<file path="config.mk">
export PLATFORM = sky130hd
export DESIGN_NAME = rsa_modexp_ctrl
export DESIGN_NICKNAME = d
export VERILOG_FILES = /design/src/rtl/rsa_modexp_ctrl.sv
export SDC_FILE = /design/constraint.sdc
export NUM_CORES = 1
export LEC_CHECK = 0
export ABC_AREA = 1
export ABC_CLOCK_PERIOD_IN_PS = 4400
export BUFFER_PORTS_ARGS = -buffer_cell sky130_fd_sc_hd__buf_2
export CORE_UTILIZATION = 24
export CTS_BUF_LIST = sky130_fd_sc_hd__clkbuf_8
export CTS_CLUSTER_DIAMETER = 150
export DETAILED_ROUTE_END_ITERATION = 8
export PLACE_DENSITY = 0.53
export SETUP_SLACK_MARGIN = 0.5
export SLEW_MARGIN = 0
export SYNTH_ARGS = -nofsm -noshare
export SYNTH_HDL_FRONTEND = slang
export SYNTH_SLANG_ARGS = --single-unit
</file>
<file path="constraint.sdc">
create_clock -name clk -period 4.4 [get_ports clk]
set_clock_uncertainty 0.05 [all_clocks]
set_input_delay 0.88 -clock clk [delete_from_list [all_inputs] [get_ports clk]]
set_output_delay 0.88 -clock clk [all_outputs]
set_load 0.005 [all_outputs]
</file>
<file path="src/rtl/rsa_modexp_ctrl.sv">
// Sequencer for left-to-right binary modular exponentiation over a shared Montgomery multiplier.
// Each operation runs issue -> wait -> writeback. All outputs are registered from the next-state values.
module rsa_modexp_ctrl #(
    parameter int EXP_WIDTH = 8
) (
    input  logic                 clk,
    input  logic                 rst_n,
    input  logic                 start_i,
    input  logic [EXP_WIDTH-1:0] exp_i,
    input  logic                 mul_done_i,
    output logic                 mul_start_o,
    output logic [1:0]           op_a_sel_o,
    output logic [1:0]           op_b_sel_o,
    output logic                 wr_acc_o,
    output logic                 wr_base_o,
    output logic                 busy_o,
    output logic                 done_o
);

    localparam int CW = (EXP_WIDTH > 2) ? $clog2(EXP_WIDTH) : 1;

    localparam logic [1:0] SEL_A    = 2'b00;
    localparam logic [1:0] SEL_B    = 2'b01;
    localparam logic [1:0] SEL_ONE  = 2'b10;
    localparam logic [1:0] SEL_ZERO = 2'b11;

    typedef enum logic [2:0] {
        IDLE  = 3'd0,
        PRE_X = 3'd1,
        PRE_A = 3'd2,
        SQ    = 3'd3,
        MUL   = 3'd4,
        POST  = 3'd5,
        DONE  = 3'd6
    } state_t;

    typedef enum logic [1:0] {
        PH_ISSUE = 2'd0,
        PH_WAIT  = 2'd1,
        PH_WB    = 2'd2
    } phase_t;

    // Handshake: mul_start_o is a one-cycle launch; mul_done_i is honoured only
    // in the wait phase, and the matching write strobe follows one cycle later.
    state_t               state_q, state_d;
    phase_t               phase_q, phase_d;
    logic [CW-1:0]        cnt_q, cnt_d;
    logic [EXP_WIDTH-1:0] exp_q, exp_d;

    logic       mul_start_d;
    logic [1:0] op_a_sel_d;
    logic [1:0] op_b_sel_d;
    logic       wr_acc_d;
    logic       wr_base_d;
    logic       busy_d;
    logic       done_d;
    logic       last_bit;
    logic       is_op_d;

    assign last_bit = (cnt_q == '0);

    // Next-state, phase and exponent bookkeeping
    always_comb begin
        state_d = state_q;
        phase_d = phase_q;
        cnt_d   = cnt_q;
        exp_d   = exp_q;
        case (state_q)
            IDLE: begin
                phase_d = PH_ISSUE;
                if (start_i) begin
                    state_d = PRE_X;
                    exp_d   = exp_i;
                    cnt_d   = CW'(EXP_WIDTH - 1);
                end
            end
            DONE: begin
                state_d = IDLE;
                phase_d = PH_ISSUE;
            end
            default: begin
                case (phase_q)
                    PH_ISSUE: phase_d = PH_WAIT;
                    PH_WAIT: begin
                        if (mul_done_i) begin
                            phase_d = PH_WB;
                        end
                    end
                    default: begin
                        phase_d = PH_ISSUE;
                        case (state_q)
                            PRE_X: state_d = PRE_A;
                            PRE_A: state_d = SQ;
                            SQ: begin
                                // A set bit keeps the bit in place until its MUL completes.
                                if (exp_q[EXP_WIDTH-1]) begin
                                    state_d = MUL;
                                end else if (last_bit) begin
                                    state_d = POST;
                                end else begin
                                    state_d = SQ;
                                    exp_d   = {exp_q[EXP_WIDTH-2:0], 1'b0};
                                    cnt_d   = cnt_q - 1'b1;
                                end
                            end
                            MUL: begin
                                if (last_bit) begin
                                    state_d = POST;
                                end else begin
                                    state_d = SQ;
                                    exp_d   = {exp_q[EXP_WIDTH-2:0], 1'b0};
                                    cnt_d   = cnt_q - 1'b1;
                                end
                            end
                            default: state_d = DONE;
                        endcase
                    end
                endcase
            end
        endcase
    end

    // Output values for the coming cycle, derived from the next state/phase
    always_comb begin
        is_op_d     = (state_d != IDLE) && (state_d != DONE);
        mul_start_d = is_op_d && (phase_d == PH_ISSUE);
        wr_base_d   = (state_d == PRE_X) && (phase_d == PH_WB);
        wr_acc_d    = is_op_d && (state_d != PRE_X) && (phase_d == PH_WB);
        busy_d      = (state_d != IDLE);
        done_d      = (state_d == DONE);
        op_a_sel_d  = SEL_ZERO;
        op_b_sel_d  = SEL_ZERO;
        case (state_d)
            PRE_X: begin
                op_a_sel_d = SEL_B;
                op_b_sel_d = SEL_B;
            end
            PRE_A: begin
                op_a_sel_d = SEL_ONE;
                op_b_sel_d = SEL_B;
            end
            SQ: begin
                op_a_sel_d = SEL_A;
                op_b_sel_d = SEL_A;
            end
            MUL: begin
                op_a_sel_d = SEL_B;
                op_b_sel_d = SEL_A;
            end
            POST: begin
                op_a_sel_d = SEL_ONE;
                op_b_sel_d = SEL_A;
            end
            default: begin
                op_a_sel_d = SEL_ZERO;
                op_b_sel_d = SEL_ZERO;
            end
        endcase
    end

    always_ff @(posedge clk or negedge rst_n) begin
        if (!rst_n) begin
            state_q     <= IDLE;
            phase_q     <= PH_ISSUE;
            cnt_q       <= '0;
            exp_q       <= '0;
            mul_start_o <= 1'b0;
            op_a_sel_o  <= SEL_ZERO;
            op_b_sel_o  <= SEL_ZERO;
            wr_acc_o    <= 1'b0;
            wr_base_o   <= 1'b0;
            busy_o      <= 1'b0;
            done_o      <= 1'b0;
        end else begin
            state_q     <= state_d;
            phase_q     <= phase_d;
            cnt_q       <= cnt_d;
            exp_q       <= exp_d;
            mul_start_o <= mul_start_d;
            op_a_sel_o  <= op_a_sel_d;
            op_b_sel_o  <= op_b_sel_d;
            wr_acc_o    <= wr_acc_d;
            wr_base_o   <= wr_base_d;
            busy_o      <= busy_d;
            done_o      <= done_d;
        end
    end

endmodule
</file>
# Yosys cells after proc, flatten, opt, wreduce, memory -nomap -nowiden
# Cells that the tools add are included.
[totals]
register_bits = 25
in_bits = 12
elab_cells = 78
[classes]
n_addsub = 1
n_reduce_logical = 20
eq_ne = 20
n_bitwise = 1
mux = 24
[op_table]
columns = ["cell", "n"]
rows = [
  ["$mux W8", 5],
  ["$pmux W8 S2", 2],
  ["$mux W3", 8],
  ["$pmux W3 S2", 3],
  ["$eq A3 B3 Y1 const B", 5],
  ["$eq A3 B2 Y1 const B", 4],
  ["$pmux W3 S4", 1],
  ["$reduce_and A5 Y1", 2],
  ["$reduce_or A2 Y1", 5],
  ["$ne A3 B3 Y1 const B", 3],
  ["$pmux W2 S2", 2],
  ["$reduce_and A7 Y1", 1],
  ["$eq A3 B1 Y1 const B", 2],
  ["$logic_not A3 Y1", 2],
  ["$pmux W2 S3", 1],
  ["$reduce_bool A3 Y1", 2],
  ["$logic_and A1 B1 Y1", 5],
  ["$logic_not A2 Y1", 2],
  ["$mux W2", 2],
  ["$ne A3 B1 Y1 const B", 1],
  ["$ne A3 B2 Y1 const B", 1],
  ["$reduce_or A3 Y1", 1],
  ["$sub A3 B1 Y3 const B", 1],
  ["$eq A2 B1 Y1 const B", 1],
  ["other kinds (4)", 4],
]

# Longest topological paths before layout
[depth]
depth_word = 10
depth_mapped = 11
depth_no_buf = 10

# Least setup slack after synthesis
# Ideal clock, no wire load.
[synth_timing]
kind = "input to register"
startpoint = "input port start_i"
endpoint = "register exp_q[1]"
setup_slack_ns = 2.554
path_buffers = 1
setup_time_ns = 0.124
cell_stages = 6
required_time_ns = 4.226
arrival_ns = 1.671
path_cell_list = "clkbuf_1 -> o21ai_1 -> nor2_1 -> nand3_1 -> nand2_1 -> nand3_1"
[synth_via]
elab_chain_cells = 2
[synth_lines]
columns = ["element", "line", "source"]
rows = [
  ["start, declared", "8", "input logic start_i,"],
  ["$ne A2 B2 Y1 (no source line)", "--", ""],
  ["$reduce_and A7 Y1 (no source line)", "--", ""],
  ["end signal, assigned", "178", "exp_q <= exp_d;"],
  ["end, declared", "48", "logic [EXP_WIDTH-1:0] exp_q, exp_d;"],
]
# No other way between the ends.
# A chain may end at the register's enable or synchronous reset.

# Worst setup path after layout
[layout_timing]
startpoint = "register state_q[1]"
endpoint = "register cnt_q[0]"
[layout_via]
elab_chain_cells = 4
elab_cells_between_ends = 13
cone_classes = "6 x eq/ne; 3 x mux; 1 x bitwise; 3 x reduce/logical"
[layout_lines]
columns = ["element", "line", "source"]
rows = [
  ["start, declared", "45", "state_t state_q, state_d;"],
  ["start signal, assigned", "175", "state_q <= state_d;"],
  ["$eq A3 B3 Y1 / $eq A3 B2 Y1 (equally long branches)", "91", "case (state_q)"],
  ["$pmux W3 S2", "91", ""],
  ["$mux W3", "82", "case (phase_q)"],
  ["$pmux W3 S2", "68", "case (state_q)"],
  ["end signal, assigned", "177", "cnt_q <= cnt_d;"],
  ["end, declared", "47", "logic [CW-1:0] cnt_q, cnt_d;"],
]
# Several ways; a longest one is shown, not always the timed one. The select of a mux whose other input is x is not followed.

==> flow_summary.ini <==
[outcome]
status = finished clean

[power]
power_frac_comb = 0.508
irDropWorstVdd_v = 0.000304
seq_power_share = 0.364
sw_frac_of_total = 0.457
p_sw_mw = 0.515
powerDensity_nw_per_um2 = 750
internal-power_mw = 0.613
p_clk_frac = 0.127
leakagePower_nw = 0.768

[clocking]
post_cts_resized = 0
cts_tree = yes
post-cts-setup-buffers = 0
clock_latency_ps = 270
cts.htree.levels = 1
clock-sinks = 25
cts_buffers = 3
clock_path_buffers = 2
hold_buffers = 0
clock-root-buffer = clkbuf_8
clk_pin_slew_ps = 100

[setup_path]
arrival_ps = 2130
r2r-end = cnt_q[0]
r2r.worst_path.cells = 7
critical_path_class = register to register
start_kind = register
endpoint_kind = register
ff2ff_setup_slack_ps = 2430
required_ps = 4550
r2r_start = state_q[1]
crit_fanout = 12

[finish]
drive_gt1_frac = 0.240
nFillCells = 572
n_antenna_cell = 0
area_growth_pct = 16.2
layout.nets = 194

[routing]
vias = 1062
drt_pass1_iterations = 4
drt_iter0_drc = 87
vias_per_cell = 4.27
drc = 0
routed_wl_microns = 2620
postRouteAntennaNets = 0
wire_per_inst_microns = 10.5

[hold_path]
min_to = phase_q[0]
min_path_cells = 1
min_from = phase_q[0]
hold_path.class = register to register

[timing]
rsz0062_at_grt = false
slew_viol_final = 0
final.setup.worst_slack_ps = 2430
maxSlewHeadroom = 0.578
finalHoldViolCount = 0
finalSetupTns_ps = 0
fmax_ghz = 0.507
post-route-min-period_ps = 1970
finalCritPeriodShare = 0.449
hold_slack_ps = 398
worst_pin_slew_ps = 629
finalSetupViolations = 0

[logic_synthesis]
ys_ff_latch = 25
yosysWarningCount = 0
synth_fp_nets = 173
synth_area_sq_um = 1290
synth_cell_type_count = 26
syn-instance-count = 159
avgSynthCellArea_sq_um = 8.14
ys_seq_area_frac = 0.487

[floorplanning]
io_pins = 21
initial_core_util = 0.252
fp.dieH_microns = 75.4
die_area_sq_um = 5690
die-width_microns = 75.4
core_sq_um = 5140
num_rows = 26

[placed_design]
place_congestion = 0.853
io_buffer_count = 20
hpwl_microns = 1910
place_ws_ps = 2290

[grt]
grt_overflow_total = 0
grt_pass1_vias = 993
grtUsageTotal = 0.102
antenna_found_initial = 0
grt_pass1_wl_microns = 4400
grt_max_degree = 26

[flow_run]
maxCapViolations = 0
-- Yosys cell counts (all sizes together) --
| cell type | instances | area, sq um |
|---|---|---|
| dfrtp | 21 | 526 |
| a21boi | 1 | 7.51 |
| nor3 | 2 | 26.3 |
| nor2 | 19 | 83.8 |
| dfstp | 4 | 105 |
| o211ai | 1 | 7.51 |
| nand4 | 2 | 12.5 |
| ha | 2 | 25.0 |
| nand3b | 1 | 7.51 |
| clkbuf | 1 | 3.75 |
| buf | 3 | 22.5 |
| nand2 | 42 | 173 |
| o21ai | 9 | 45.0 |
| a21oi | 3 | 18.8 |
| or2 | 1 | 6.26 |
| nand3 | 30 | 160 |
| inv | 17 | 63.8 |
-- state kept, by name, summed over array words and instances, names as in the netlist --
| name | cells |
|---|---|
| exp_q | 8 |
| cnt_q | 3 |
| state_q | 3 |
| op_a_sel_o | 2 |
| op_b_sel_o | 2 |
| phase_q | 2 |
| busy_o | 1 |
| done_o | 1 |
| mul_start_o | 1 |
| wr_acc_o | 1 |
| wr_base_o | 1 |
-- per-stage QoR --
step	area [sq um]	power [mW]	util	std cells
floorplan	1290	0.871	-	159
global placement	1460	0.989	0.283	245
detailed placement	1460	0.992	0.283	245
CTS	1500	1.14	0.293	249
global route	1500	1.25	0.293	249
finish	1500	1.13	0.293	249
-- power groups by stage --
stage | Sequential, mW | Combinational, mW | Clock, mW
after global routing | 0.425 | 0.663 | 0.158
after floorplan | 0.400 | 0.470 | 0
final | 0.411 | 0.574 | 0.144
after CTS | 0.411 | 0.582 | 0.150
after detailed placement | 0.415 | 0.577 | 0
after global placement | 0.416 | 0.572 | 0
-- logic make-up (layout without fill, tap and decap cells) --
| logic type | count (synthesis) | count (layout) | share of synthesized area |
|---|---|---|---|
| buffers and inverters | 21 | 41 | 0.0696 |
| DFF | 25 | 25 | 0.487 |
| adders and majority gates | 2 | 2 | 0.0193 |
| AOI/OAI and AO/OA | 14 | 14 | 0.0609 |
| and+or+nand+nor | 97 | 97 | 0.363 |
-- cell usage in the layout (no fill, tap or decap), types with 2 or more instances in the layout --
cell type,Yosys,layout
nand2_1,38,38
nand3_1,28,28
dfrtp_1,21,21
buf_2,0,20
nor2_1,16,16
inv_1,15,15
o21ai_0,6,6
dfstp_2,4,4
nand2_2,3,3
o21ai_1,3,3
clkbuf_8,0,3
inv_2,2,2
nand4_1,2,2
nand3_2,2,2
a21oi_1,2,2
nor2_2,2,2
ha_1,2,2
-- area by class of cell --
type	count	area, sq um	share of cell area
Multi-Input combinational cell	113	573	0.381
Tap cell	70	87.6	0.0582
Sequential cell	25	631	0.419
Timing Repair Buffer	20	100	0.0666
Clock inverter	1	7.51	0.00499
Clock buffer	3	41.3	0.0275
Inverter	17	63.8	0.0424
-- worst max path at each step --
stage               slack (ps)  endpoint  cells after the start  startpoint
detailed placement        2290  cnt_q[0]                      5     start_i
global placement          2300  cnt_q[0]                      5     start_i
global route              2170  cnt_q[0]                      7  state_q[1]
floorplan                 2550  exp_q[1]                      6     start_i
finish                    2430  cnt_q[0]                      7  state_q[1]
CTS                       2410  cnt_q[0]                      7  state_q[1]
-- layer usage --
layer  GRT usage  vias up  wire length (microns)
li1            -      552                      -
met2       0.164       17                   1190
met3      0.0331        0                     97
met1       0.139      493                   1320
met4      0.0123        0                      0
met5           0        -                      0
-- critical path, cell delays in order (launching register included) --
cell and delay [ps]:
dfrtp_1 490, nor2_4 150, nand2_4 100, inv_2 190, nor2_1 100, nor3_2 530, o21ai_0 180, o21ai_1 110
Power figures use the tool's default switching activity.
